**src/rtl/main_decoder_queue_if.sv**
```systemverilog
// Handshake/bus bundle for main_decoder_queue: enqueue side, head-entry side, flush and occupancy.
interface main_decoder_queue_if #(
  parameter int unsigned DEPTH = 2,
  parameter int unsigned TAG_W = 8
);
  localparam int unsigned CNT_W = $clog2(DEPTH + 1);

  logic             flush_i;
  logic             valid_i;
  logic             ready_o;
  logic [6:0]       op_i;
  logic [TAG_W-1:0] tag_i;
  logic             valid_o;
  logic             ready_i;
  logic [TAG_W-1:0] tag_o;
  logic             reg_write_o;
  logic             alu_src_o;
  logic             mem_write_o;
  logic             width_op_o;
  logic             pc_base_src_o;
  logic [2:0]       imm_src_o;
  logic [2:0]       result_src_o;
  logic [1:0]       alu_op_o;
  logic [1:0]       branch_op_o;
  logic             illegal_o;
  logic [CNT_W-1:0] count_o;

  modport slave (
    input  flush_i, valid_i, op_i, tag_i, ready_i,
    output ready_o, valid_o, tag_o, reg_write_o, alu_src_o, mem_write_o, width_op_o,
           pc_base_src_o, imm_src_o, result_src_o, alu_op_o, branch_op_o, illegal_o, count_o
  );

  modport master (
    output flush_i, valid_i, op_i, tag_i, ready_i,
    input  ready_o, valid_o, tag_o, reg_write_o, alu_src_o, mem_write_o, width_op_o,
           pc_base_src_o, imm_src_o, result_src_o, alu_op_o, branch_op_o, illegal_o, count_o
  );
endinterface

```
**src/rtl/main_decoder_queue.sv**
```systemverilog
// Decode-at-enqueue FIFO of main-decoder control words with per-entry tags and registered head outputs.
// Optional macro DECODER_ILLEGAL_CNT_EN adds a saturating illegal-opcode push counter (illegal_cnt_o).
module main_decoder_queue #(
  parameter int unsigned DEPTH = 2,
  parameter int unsigned TAG_W = 8
) (
  input  logic                   clk_i,
  input  logic                   rst_n_i,
  main_decoder_queue_if.slave    bus
`ifdef DECODER_ILLEGAL_CNT_EN
  ,
  output logic [7:0]             illegal_cnt_o
`endif
);
  localparam int unsigned PTR_W = $clog2(DEPTH);
  localparam int unsigned CNT_W = $clog2(DEPTH + 1);

  typedef struct packed {
    logic       reg_write;
    logic [2:0] imm_src;
    logic       alu_src;
    logic       mem_write;
    logic [2:0] result_src;
    logic [1:0] branch_op;
    logic [1:0] alu_op;
    logic       width_op;
    logic       pc_base_src;
    logic       illegal;
  } ctrl_t;

  typedef struct packed {
    ctrl_t            ctrl;
    logic [TAG_W-1:0] tag;
  } entry_t;

  typedef enum logic [1:0] {
    EMPTY,
    PARTIAL,
    FULL
  } occ_e;

  function automatic ctrl_t decode(input logic [6:0] op);
    ctrl_t c;
    c = '0;
    case (op)
      7'b0110011: c = ctrl_t'(16'b1_000_0_0_000_00_10_0_0_0);
      7'b0010011: c = ctrl_t'(16'b1_000_1_0_000_00_10_0_0_0);
      7'b0000011: c = ctrl_t'(16'b1_000_1_0_100_00_00_1_0_0);
      7'b0100011: c = ctrl_t'(16'b0_001_1_1_000_00_00_1_0_0);
      7'b1100011: c = ctrl_t'(16'b0_010_0_0_000_11_01_0_0_0);
      7'b1101111: c = ctrl_t'(16'b1_011_0_0_010_01_00_0_0_0);
      7'b1100111: c = ctrl_t'(16'b1_000_0_0_010_01_00_0_1_0);
      7'b0110111: c = ctrl_t'(16'b1_100_0_0_011_00_00_0_0_0);
      7'b0010111: c = ctrl_t'(16'b1_100_0_0_001_00_00_0_0_0);
      default:    c.illegal = 1'b1;
    endcase
    return c;
  endfunction

  occ_e             occ_q, occ_d;
  logic [PTR_W-1:0] rd_q, rd_d, wr_q, wr_d;
  logic [CNT_W-1:0] cnt_q, cnt_d;
  entry_t           head_q, head_d;
  entry_t           mem_q [DEPTH];
  entry_t           new_entry;
  logic             push, pop;

  assign new_entry = '{ctrl: decode(bus.op_i), tag: bus.tag_i};
  assign push      = bus.valid_i && (occ_q != FULL) && !bus.flush_i;
  assign pop       = (occ_q != EMPTY) && bus.ready_i && !bus.flush_i;

  // Next occupancy/pointers; head register is preloaded so outputs stay registered
  always_comb begin
    rd_d   = rd_q + PTR_W'(pop);
    wr_d   = wr_q + PTR_W'(push);
    cnt_d  = cnt_q + CNT_W'(push) - CNT_W'(pop);
    occ_d  = PARTIAL;
    head_d = mem_q[rd_d];
    if (bus.flush_i) begin
      rd_d  = '0;
      wr_d  = '0;
      cnt_d = '0;
    end
    if (cnt_d == '0) begin
      occ_d = EMPTY;
    end else if (cnt_d == CNT_W'(DEPTH)) begin
      occ_d = FULL;
    end
    // Entry being written this edge becomes the head (empty queue, or sole entry popped)
    if (push && (wr_q == rd_d)) begin
      head_d = new_entry;
    end
    if (occ_d == EMPTY) begin
      head_d = '0;
    end
  end

  always_ff @(posedge clk_i or negedge rst_n_i) begin
    if (!rst_n_i) begin
      occ_q  <= EMPTY;
      rd_q   <= '0;
      wr_q   <= '0;
      cnt_q  <= '0;
      head_q <= '0;
    end else begin
      occ_q  <= occ_d;
      rd_q   <= rd_d;
      wr_q   <= wr_d;
      cnt_q  <= cnt_d;
      head_q <= head_d;
    end
  end

  // Storage array carries no reset; only occupied slots are ever read out
  always_ff @(posedge clk_i) begin
    if (push) begin
      mem_q[wr_q] <= new_entry;
    end
  end

`ifdef DECODER_ILLEGAL_CNT_EN
  logic [7:0] ill_cnt_q;

  always_ff @(posedge clk_i or negedge rst_n_i) begin
    if (!rst_n_i) begin
      ill_cnt_q <= '0;
    end else if (push && new_entry.ctrl.illegal && (ill_cnt_q != 8'hFF)) begin
      ill_cnt_q <= ill_cnt_q + 8'd1;
    end
  end

  assign illegal_cnt_o = ill_cnt_q;
`endif

  assign bus.ready_o       = (occ_q != FULL);
  assign bus.valid_o       = (occ_q != EMPTY);
  assign bus.count_o       = cnt_q;
  assign bus.tag_o         = head_q.tag;
  assign bus.reg_write_o   = head_q.ctrl.reg_write;
  assign bus.imm_src_o     = head_q.ctrl.imm_src;
  assign bus.alu_src_o     = head_q.ctrl.alu_src;
  assign bus.mem_write_o   = head_q.ctrl.mem_write;
  assign bus.result_src_o  = head_q.ctrl.result_src;
  assign bus.branch_op_o   = head_q.ctrl.branch_op;
  assign bus.alu_op_o      = head_q.ctrl.alu_op;
  assign bus.width_op_o    = head_q.ctrl.width_op;
  assign bus.pc_base_src_o = head_q.ctrl.pc_base_src;
  assign bus.illegal_o     = head_q.ctrl.illegal;
endmodule
```
**src/flat_wrapper.sv**
```systemverilog
// flat-port wrapper written by rule: the top's interface ports become plain ports
module main_decoder_queue_flat 
#(
  parameter int unsigned DEPTH = 2,
  parameter int unsigned TAG_W = 8
)
  (clk_i, rst_n_i, bus_flush_i, bus_valid_i, bus_op_i, bus_tag_i, bus_ready_i, bus_ready_o, bus_valid_o, bus_tag_o, bus_reg_write_o, bus_alu_src_o, bus_mem_write_o, bus_width_op_o, bus_pc_base_src_o, bus_imm_src_o, bus_result_src_o, bus_alu_op_o, bus_branch_op_o, bus_illegal_o, bus_count_o);
  main_decoder_queue_if #(.DEPTH(DEPTH), .TAG_W(TAG_W)) bus_i ();
  input  logic clk_i;
  input  logic rst_n_i;
  input wire logic [$bits(bus_i.flush_i)-1:0] bus_flush_i;
  input wire logic [$bits(bus_i.valid_i)-1:0] bus_valid_i;
  input wire logic [$bits(bus_i.op_i)-1:0] bus_op_i;
  input wire logic [$bits(bus_i.tag_i)-1:0] bus_tag_i;
  input wire logic [$bits(bus_i.ready_i)-1:0] bus_ready_i;
  output wire logic [$bits(bus_i.ready_o)-1:0] bus_ready_o;
  output wire logic [$bits(bus_i.valid_o)-1:0] bus_valid_o;
  output wire logic [$bits(bus_i.tag_o)-1:0] bus_tag_o;
  output wire logic [$bits(bus_i.reg_write_o)-1:0] bus_reg_write_o;
  output wire logic [$bits(bus_i.alu_src_o)-1:0] bus_alu_src_o;
  output wire logic [$bits(bus_i.mem_write_o)-1:0] bus_mem_write_o;
  output wire logic [$bits(bus_i.width_op_o)-1:0] bus_width_op_o;
  output wire logic [$bits(bus_i.pc_base_src_o)-1:0] bus_pc_base_src_o;
  output wire logic [$bits(bus_i.imm_src_o)-1:0] bus_imm_src_o;
  output wire logic [$bits(bus_i.result_src_o)-1:0] bus_result_src_o;
  output wire logic [$bits(bus_i.alu_op_o)-1:0] bus_alu_op_o;
  output wire logic [$bits(bus_i.branch_op_o)-1:0] bus_branch_op_o;
  output wire logic [$bits(bus_i.illegal_o)-1:0] bus_illegal_o;
  output wire logic [$bits(bus_i.count_o)-1:0] bus_count_o;
  assign bus_i.flush_i = bus_flush_i;
  assign bus_i.valid_i = bus_valid_i;
  assign bus_i.op_i = bus_op_i;
  assign bus_i.tag_i = bus_tag_i;
  assign bus_i.ready_i = bus_ready_i;
  assign bus_ready_o = bus_i.ready_o;
  assign bus_valid_o = bus_i.valid_o;
  assign bus_tag_o = bus_i.tag_o;
  assign bus_reg_write_o = bus_i.reg_write_o;
  assign bus_alu_src_o = bus_i.alu_src_o;
  assign bus_mem_write_o = bus_i.mem_write_o;
  assign bus_width_op_o = bus_i.width_op_o;
  assign bus_pc_base_src_o = bus_i.pc_base_src_o;
  assign bus_imm_src_o = bus_i.imm_src_o;
  assign bus_result_src_o = bus_i.result_src_o;
  assign bus_alu_op_o = bus_i.alu_op_o;
  assign bus_branch_op_o = bus_i.branch_op_o;
  assign bus_illegal_o = bus_i.illegal_o;
  assign bus_count_o = bus_i.count_o;
  main_decoder_queue #(.DEPTH(DEPTH), .TAG_W(TAG_W)) u_core (.clk_i(clk_i), .rst_n_i(rst_n_i), .bus(bus_i));
endmodule
```
**config.mk**
```make
export PLATFORM = sky130hd
export DESIGN_NAME = main_decoder_queue_flat
export DESIGN_NICKNAME = d
export VERILOG_FILES = /design/src/rtl/main_decoder_queue_if.sv /design/src/rtl/main_decoder_queue.sv /design/src/flat_wrapper.sv
export SDC_FILE = /design/constraint.sdc
export NUM_CORES = 1
export LEC_CHECK = 0
export ABC_CLOCK_PERIOD_IN_PS = 3200
export BUFFER_PORTS_ARGS = -buffer_cell sky130_fd_sc_hd__buf_2
export CAP_MARGIN = 40
export CORE_ASPECT_RATIO = 1.2
export CORE_MARGIN = 5
export CORE_UTILIZATION = 45
export CTS_CLUSTER_SIZE = 16
export DETAILED_ROUTE_END_ITERATION = 10
export GPL_TIMING_DRIVEN = 0
export PLACE_DENSITY = 0.72
export SLEW_MARGIN = 20
export SYNTH_ARGS = -nofsm -noshare
export SYNTH_HDL_FRONTEND = slang
export SYNTH_SLANG_ARGS = --single-unit
```
**constraint.sdc**
```tcl
create_clock -name clk_i -period 3.2 [get_ports clk_i]
set_clock_uncertainty 0.1 [all_clocks]
set_input_delay 0.48 -clock clk_i [delete_from_list [all_inputs] [get_ports clk_i]]
set_output_delay 0.48 -clock clk_i [all_outputs]
set_load 0.01 [all_outputs]
```
== Word-level counts from Yosys, hierarchy flattened ==
Memory sizes are Yosys's and may differ from the RTL's.
Index checks and enable logic that the tools add are counted.

* Register bits: 30
* RAM bits: 48
* Input bits: 20
* Memories kept: 1

* Add/sub/neg operators: 4
* Equal/unequal tests: 12
* Muxes and demuxes: 11
* Reduce and logical (&&, ||, !) cells: 10

{| class="wikitable"
|+ Memories
! name !! words !! width !! read ports !! clocked after memory_dff !! write ports !! line !! text
|-
| u_core.mem_q || 2 || 24 || 1 || 0 || 1 || main_decoder_queue.sv:64 || <nowiki>entry_t mem_q [DEPTH];</nowiki>
|}

{| class="wikitable"
|+ Operators with widths
! operator !! number
|-
| one-hot mux 15 bit (9 select lines) || 1
|-
| two-way mux 24 bit || 2
|-
| equality test 7 x 6 -> 1 bit, second input constant || 3
|-
| equality test 7 bit, second input constant || 3
|-
| equality test 7 x 5 -> 1 bit, second input constant || 2
|-
| OR reduction 9 bit || 1
|-
| equality test 7 x 2 -> 1 bit, second input constant || 1
|-
| two-way mux 2 bit || 3
|-
| logical AND 1 bit || 5
|-
| two-way mux 1 bit || 5
|-
| logical NOT 2 bit || 2
|-
| adder 1 bit || 2
|-
| adder 2 x 1 -> 2 bit || 1
|-
| equality test 2 bit, second input constant || 1
|-
| != test 2 bit, second input constant || 1
|-
| nonzero test 2 bit || 1
|-
| subtractor 2 x 1 -> 2 bit || 1
|-
| equality test 1 bit || 1
|-
| logical NOT 1 bit || 1
|}

== Longest topological paths before layout ==
Gate-level depths: netlist of the first run.

* Depth after elaboration: 11
* Mapped depth: 11

== Worst setup path before layout of the first run ==
Ideal clock, no wire load.

* Kind: input port to flip-flop
* Start point: in bus_flush_i
* End point: reg u_core.head_q (netlist bit u_core.bus.alu_op_o[1])
* Setup time: 0.077 ns
* Arrival time: 2.166 ns
* Path slack: 0.856 ns
* Stages on the path: 11
* Cells stage by stage: nand2b_2 -> nor2_4 -> ha_1 -> inv_1 -> ha_1 -> xnor3_1 -> nor2_1 -> or2_2 -> buf_2 -> o21ai_0 -> a21oi_1

{| class="wikitable"
|+ RTL lines
! item !! line !! text
|-
| from (decl) || flat_wrapper.sv:11 || <nowiki>input wire logic [$bits(bus_i.flush_i)-1:0] bus_flush_i;</nowiki>
|-
| to (signal assigned) || main_decoder_queue.sv:104 || <nowiki>head_q <= '0;</nowiki>
|-
| to (signal assigned) || main_decoder_queue.sv:110 || <nowiki>head_q <= head_d;</nowiki>
|-
| to (decl) || main_decoder_queue.sv:63 || <nowiki>entry_t head_q, head_d;</nowiki>
|}

==> reports/results.ini, run 1 <==
[grt]
grt_usage_pct = 15.3
grt_pass1_wl_um = 9820
grt_start_max_net_pins = 28
antenna_found_initial = 0
grt_pass1_vias = 1920
gr-total-overflow = 0

[die]
die_h_um = 100
floorplan.initialDensity_pct = 46.8
die_w_um = 85.0
ios = 48
num_rows = 32
fp.dieArea_um2 = 8490
core_area_um2 = 6490

[placed_design]
dp.cells = 346
dpl.hpwl_um = 3990
pre_cts_ws_ps = 330
port_buffers = 45
place_congestion = 0.795

[pwr]
clock_power_share_pct = 35.1
power.internal_w = 0.00179
peakVddDrop_mv = 0.378
net-switching-power_w = 0.000652
p_seq_share_pct = 44.9
p_comb_share_pct = 20.1
leakagePower_nw = 1.67
p_sw_share_pct = 26.7
p_per_area_nw_per_um2 = 669

[clock_tree]
numClockSinks = 71
cts_setup_buffers = 0
cts_tree = built
clockRootBuffer = clkbuf_8
clockBufferDepth = 2
cts_hold_buf = 0
clk_latency_ps = 350
cts.repair.resized = 0
h-tree-depth = 3
clk_pin_slew_ps = 80
cts_made_buffers = 9

[detailed_routing]
finalWirelength_um = 5970
ant_nets = 0
drt_iter0_drc = 120
drc = 0
vias_per_cell = 5.17
dr.pass1.iters = 4
wl_per_cell_um = 16.5
vias = 1871

[critical_path]
critical_path_arrival_ps = 2750
r2r_setup_slack_ps = 620
cp-start-kind = register
slowest_delay_ps = 430
critical_path.cell_chain = nor2_4, nor2_4, ha_1, inv_1, ha_1, xnor3_1, nor2_1, or2_2, buf_2, o21ai_0, a21oi_1
crit_fanout = 10
regToRegStartpoint = u_core.occ_q[0]
crit_slowest_cell = dfrtp_1
critical_path.endpoint_type = register
required_ps = 3370
reg2reg_to = u_core.bus.branch_op_o[0]
setup.worst_path.class = reg2reg
rr_worst_depth = 11
cp-startpoint = u_core.occ_q[0]

[status]
status = completed

[logic_synthesis]
synth_most_common_cell = edfxtp_1
syn_area_um2 = 3030
ys.flop_type = edfxtp_1
synth_top_area_share_pct = 43.5
ys_seq_area_share_pct = 65.8
synth_top_area_cell = edfxtp_1
synth_cells = 214
synth_seq_cells = 71
ys_async_sr_fraction_pct = 38.0
yosys-top-cells-area = edfxtp_1 44%, dfrtp_1 22%, mux2i_1 7.3%
synth_common_cells = 44 x edfxtp_1, 27 x dfrtp_1, 22 x mux2i_1
synthDistinctLibCells = 40
synth_nets = 238
synth.avg_cell_area_um2 = 14.2
yosysWarnings = 0
synth-edff-count = 44

[sta]
rsz0062_at_grt = false
setup_viol = 0
fin_crit_ps = 2580
hold_violations = 0
slew_violations = 0
fmax_ghz = 0.387
slew_headroom_pct = 57.6
tns_ps = 0
hold_ws_ps = 43.5
period_share_pct = 80.8
layout_setup_ws_ps = 615
worstMarginPinSlew_ps = 636

[min_path]
min_path_type = in2async

[layout]
drive_gt1_share_pct = 33.6
stdcell_count = 362
layout.nets = 296
antennaDiodeCount = 0
area_growth_pct = 20.1
final_core_util_pct = 56.2

[job]
drv_cap = 0

==> worst max-delay path by stage <==
stage,depth (start not counted),slack [ps],endpoint
6_report,11,620,u_core.bus.branch_op_o[0]
5_1_grt,11,410,u_core.bus.pc_base_src_o
4_1_cts,11,600,u_core.bus.branch_op_o[0]
3_5_place_dp,12,330,u_core.bus.branch_op_o[0]
3_3_place_gp,12,370,u_core.bus.branch_op_o[0]
2_1_floorplan,11,860,u_core.bus.alu_op_o[1]
==> through the flow <==
stage	total power (W)	instance area (µm²)
floorplan	0.00143	3030
CTS	0.00246	3640
finish	0.00244	3640
global placement	0.00159	3370
detailed placement	0.00161	3410
global route	0.00256	3640
==> cells in the final DEF, fill, tap and decap left out, types with 2 or more instances in the layout <==
master	instances
a211o_1	2
a211oi_1	2
a211oi_2	9
a21oi_1	15
buf_2	50
buf_4	5
bufinv_16	3
clkbuf_1	2
clkbuf_8	9
clkinv_2	2
dfrtp_1	27
edfxtp_1	44
ha_1	4
inv_1	8
mux2i_1	22
nand2_1	5
nand2b_1	2
nand4_1	3
nor2_1	19
nor2_4	2
nor2b_1	3
nor3_1	5
o21ai_0	7
o21ai_1	5
==> layer usage <==
metal  share of wire (%)  track usage [%]  up-vias
met3                 4.8             4.02       14
met4                 2.3             7.31        0
met5                   0                0        -
met1                  43             19.2      916
li1                    -                -      896
met2                  50             24.7       45
==> critical path, delay by kind of cell, from the launching register on <==
kind	cells	cell delay (ps)
xor gates and xnor gates	1	350
and+or+nand+nor	4	620
AOI/OAI and AO/OA	2	270
adders and majority gates	2	460
buffers and inverters	2	260
DFF	1	430
==> cell families (layout without fill, tap and decap cells) <==
family	after synthesis	in the layout	synth area share [%]
flops	71	71	65.8
simple gates	50	50	8.95
compound gates	43	43	10.2
mux	22	22	7.26
buf+inv	21	84	4.21
fa+ha+maj	4	4	1.65
xor+xnor	3	3	1.94
==> flip-flops by register name, summed over array words and instances (netlist names), 2 cells and up <==
name and flops:
u_core.mem_q 44, u_core.bus.tag_o 8, u_core.bus.result_src_o 3, u_core.bus.branch_op_o 2, u_core.bus.imm_src_o 2, u_core.occ_q 2
==> power by group through the flow <==
stage	logic (W)	clock network (W)	registers [W]
after floorplan	0.000289	0	0.00115
after global placement	0.000482	0	0.00111
after detailed placement	0.000495	0	0.00111
after CTS	0.000497	0.000868	0.00110
after global routing	0.000542	0.000911	0.00110
final	0.000490	0.000855	0.00109
==> layout make-up <==
cell class	instances	area (µm²)
plain buffers	13	97.6
clock buffers	10	128
clock inverters	6	109
fillers	561	2840
inverters	8	30.0
multi-input cells	122	910
flip-flops and latches	71	2000
well taps	85	106
repair buffers	47	268
No activity file was read; power rests on OpenSTA's default activity.
==> run 2: changes to the inputs <==
--- a/config.mk
+++ b/config.mk
@@ -5,7 +5,7 @@
 export SDC_FILE = /design/constraint.sdc
 export NUM_CORES = 1
 export LEC_CHECK = 0
-export ABC_CLOCK_PERIOD_IN_PS = 3200
+export ABC_CLOCK_PERIOD_IN_PS = 2240
 export BUFFER_PORTS_ARGS = -buffer_cell sky130_fd_sc_hd__buf_2
 export CAP_MARGIN = 40
 export CORE_ASPECT_RATIO = 1.2
@@ -14,7 +14,7 @@
 export CTS_CLUSTER_SIZE = 16
 export DETAILED_ROUTE_END_ITERATION = 10
 export GPL_TIMING_DRIVEN = 0
-export PLACE_DENSITY = 0.72
+export PLACE_DENSITY = 0.74
 export SLEW_MARGIN = 20
 export SYNTH_ARGS = -nofsm -noshare
 export SYNTH_HDL_FRONTEND = slang
==> constraint.sdc (replaced) <==
create_clock -name clk_i -period 2.24 [get_ports clk_i]
set_clock_uncertainty 0.1 [all_clocks]
set_input_delay 0.336 -clock clk_i [delete_from_list [all_inputs] [get_ports clk_i]]
set_output_delay 0.336 -clock clk_i [all_outputs]
set_load 0.01 [all_outputs]
==> reports/results.ini, run 2 (same netlist as run 1, synthesis figures left out) <==
[status]
status = completed

[layout]
area_growth_pct = 20.8
multi_input_area_um2 = 946
final_cell_mix = 48 x buf_2, 44 x edfxtp_1, 26 x dfrtp_1
stdcell_count = 369
antennaDiodeCount = 0
final_common_cell = buf_2
n_fill_cell = 546
layout.nets = 303
largest_register = u_core.mem_q
drive_gt1_share_pct = 38.0
seqCellArea_um2 = 2000
largest_register_ffs = 44

[clock_tree]
cts_tree = built
clk_pin_slew_ps = 70
numClockSinks = 71
h-tree-depth = 3
clockBufferDepth = 2
clk_latency_ps = 340
clockRootBuffer = clkbuf_8
cts_made_buffers = 9

[grt]
use_met2_pct = 25.1
grt_usage_pct = 15.4
use_met3_pct = 4.68
grt_util_met1_pct = 18.5
grt_pass1_wl_um = 9920
grt_start_max_net_pins = 28
grt_pass1_vias = 1941
grt.busiest_layer = met2
gr-total-overflow = 0
antenna_found_initial = 0

[critical_path]
rr_worst_depth = 11
setup.worst_path.class = reg2reg
crit_fanout = 5
critical_path.endpoint_type = register
cp-start-kind = register
required_ps = 2360
critical_path_arrival_ps = 2280

[min_path]
min_path_type = in2reg
whs_path_depth = 1

[die]
ios = 48
die_w_um = 85.0
num_rows = 32
floorplan.initialDensity_pct = 46.8
die_h_um = 100
fp.dieArea_um2 = 8490
core_area_um2 = 6490

[placed_design]
port_buffers = 45
dp.cells = 346
dpl.hpwl_um = 3980
place_congestion = 0.769

[detailed_routing]
drt_iter0_drc = 158
drc = 0
wl_per_cell_um = 16.6
finalWirelength_um = 6140
dr.pass1.iters = 4
vias = 1941
vias_per_cell = 5.26
ant_nets = 0

[pwr]
total_power_w = 0.00320
peakVddDrop_mv = 0.425
p_per_area_nw_per_um2 = 874
leakagePower_nw = 1.66

[sta]
period_share_pct = 96.5
worstMarginPinSlew_ps = 672
slew_headroom_pct = 55.2
fin_crit_ps = 2160
hold_violations = 0
setup_viol = 0
fmax_ghz = 0.462
slew_violations = 0

[job]
drv_cap = 0

[run 2: changes by cell type in the layout (fill, tap and decap cells not counted), moves of 2 or more]
| cell | previous run | this run |
|---|---|---|
| ha_1 | 4 | 2 |
| inv_2 | 0 | 2 |
| buf_6 | 1 | 3 |
| buf_2 | 50 | 48 |
| inv_1 | 8 | 6 |
| buf_4 | 5 | 12 |
| clkinv_2 | 2 | 4 |
| bufinv_16 | 3 | 0 |
[run 2: area by class of cell]
type	count	share of cell area (%)
clock inverters	5	0.751
repair buffers	54	8.71
well taps	85	2.90
flip-flops and latches	71	54.5
plain buffers	13	2.90
clock buffers	11	3.58
multi-input cells	122	25.8
inverters	8	0.819
[run 2: what timing repair did]
action | in CTS | in global routing
pin swaps | 4 | 4
setup endpoints to repair | 21 | 31
hold endpoints to repair | 27 | 0
setup buffers | 2 | 3
hold buffers | 1 | 0
resized for setup | 5 | 12
gates cloned | 1 | 0
[run 2: per-stage QoR]
| step | area (µm²) | hold WS, ps | TNS, ps | util [%] | setup WS, ps |
|---|---|---|---|---|---|
| after floorplan | 3030 | -59.6 | 0 | - | 20.1 |
| after global placement | 3370 | 297 | -9430 | 51.9 | -435 |
| after detailed placement | 3400 | 310 | -6500 | 52.5 | -437 |
| after CTS | 3610 | 72.6 | -0.566 | 55.6 | -0.566 |
| after global routing | 3660 | 80.9 | -75.0 | 56.5 | -20.3 |
| final | 3660 | 96.1 | 0 | 56.5 | 77.7 |
[run 2: worst max-delay path, cell delays in order, from the launching register on]
cell     delay [ps]
dfrtp_2         440
nor2_4          130
nor2_4           70
ha_4            260
inv_2            30
ha_2            150
xnor3_1         240
nor2_2           60
or2_4           260
buf_6           140
nand4_1          90
o31ai_2          90
[run 2: metal layers]
| layer | share of wire [%] | wire length (µm) |
|---|---|---|
| met1 | 41 | 2540 |
| met2 | 51 | 3120 |
| met3 | 5.5 | 340 |
| met4 | 2.2 | 137 |
| met5 | 0 | 0 |
[run 2: report_power, final]
group | internal (W) | leakage [nW] | switching (W)
clock network | 0.000394 | 0.0829 | 0.000454
logic | 0.000354 | 0.787 | 0.000437
registers | 0.00152 | 0.788 | 0.0000444
total | 0.00227 | 1.66 | 0.000935
[run 2: path summary, 6_finish.rpt]
kind	startpoint	end	slack [ps]
worst min-delay path	bus_tag_i[5]	u_core.mem_q[0][5]	100
worst min register to register	u_core.mem_q[1][16]	u_core.bus.result_src_o[1]	450
worst max register to register	u_core.occ_q[0]	u_core.bus.mem_write_o	80
min in group asynchronous	rst_n_i	u_core.bus.branch_op_o[0]	450
max in group asynchronous	rst_n_i	u_core.occ_q[0]	1120
worst max-delay path	u_core.occ_q[0]	u_core.bus.mem_write_o	80
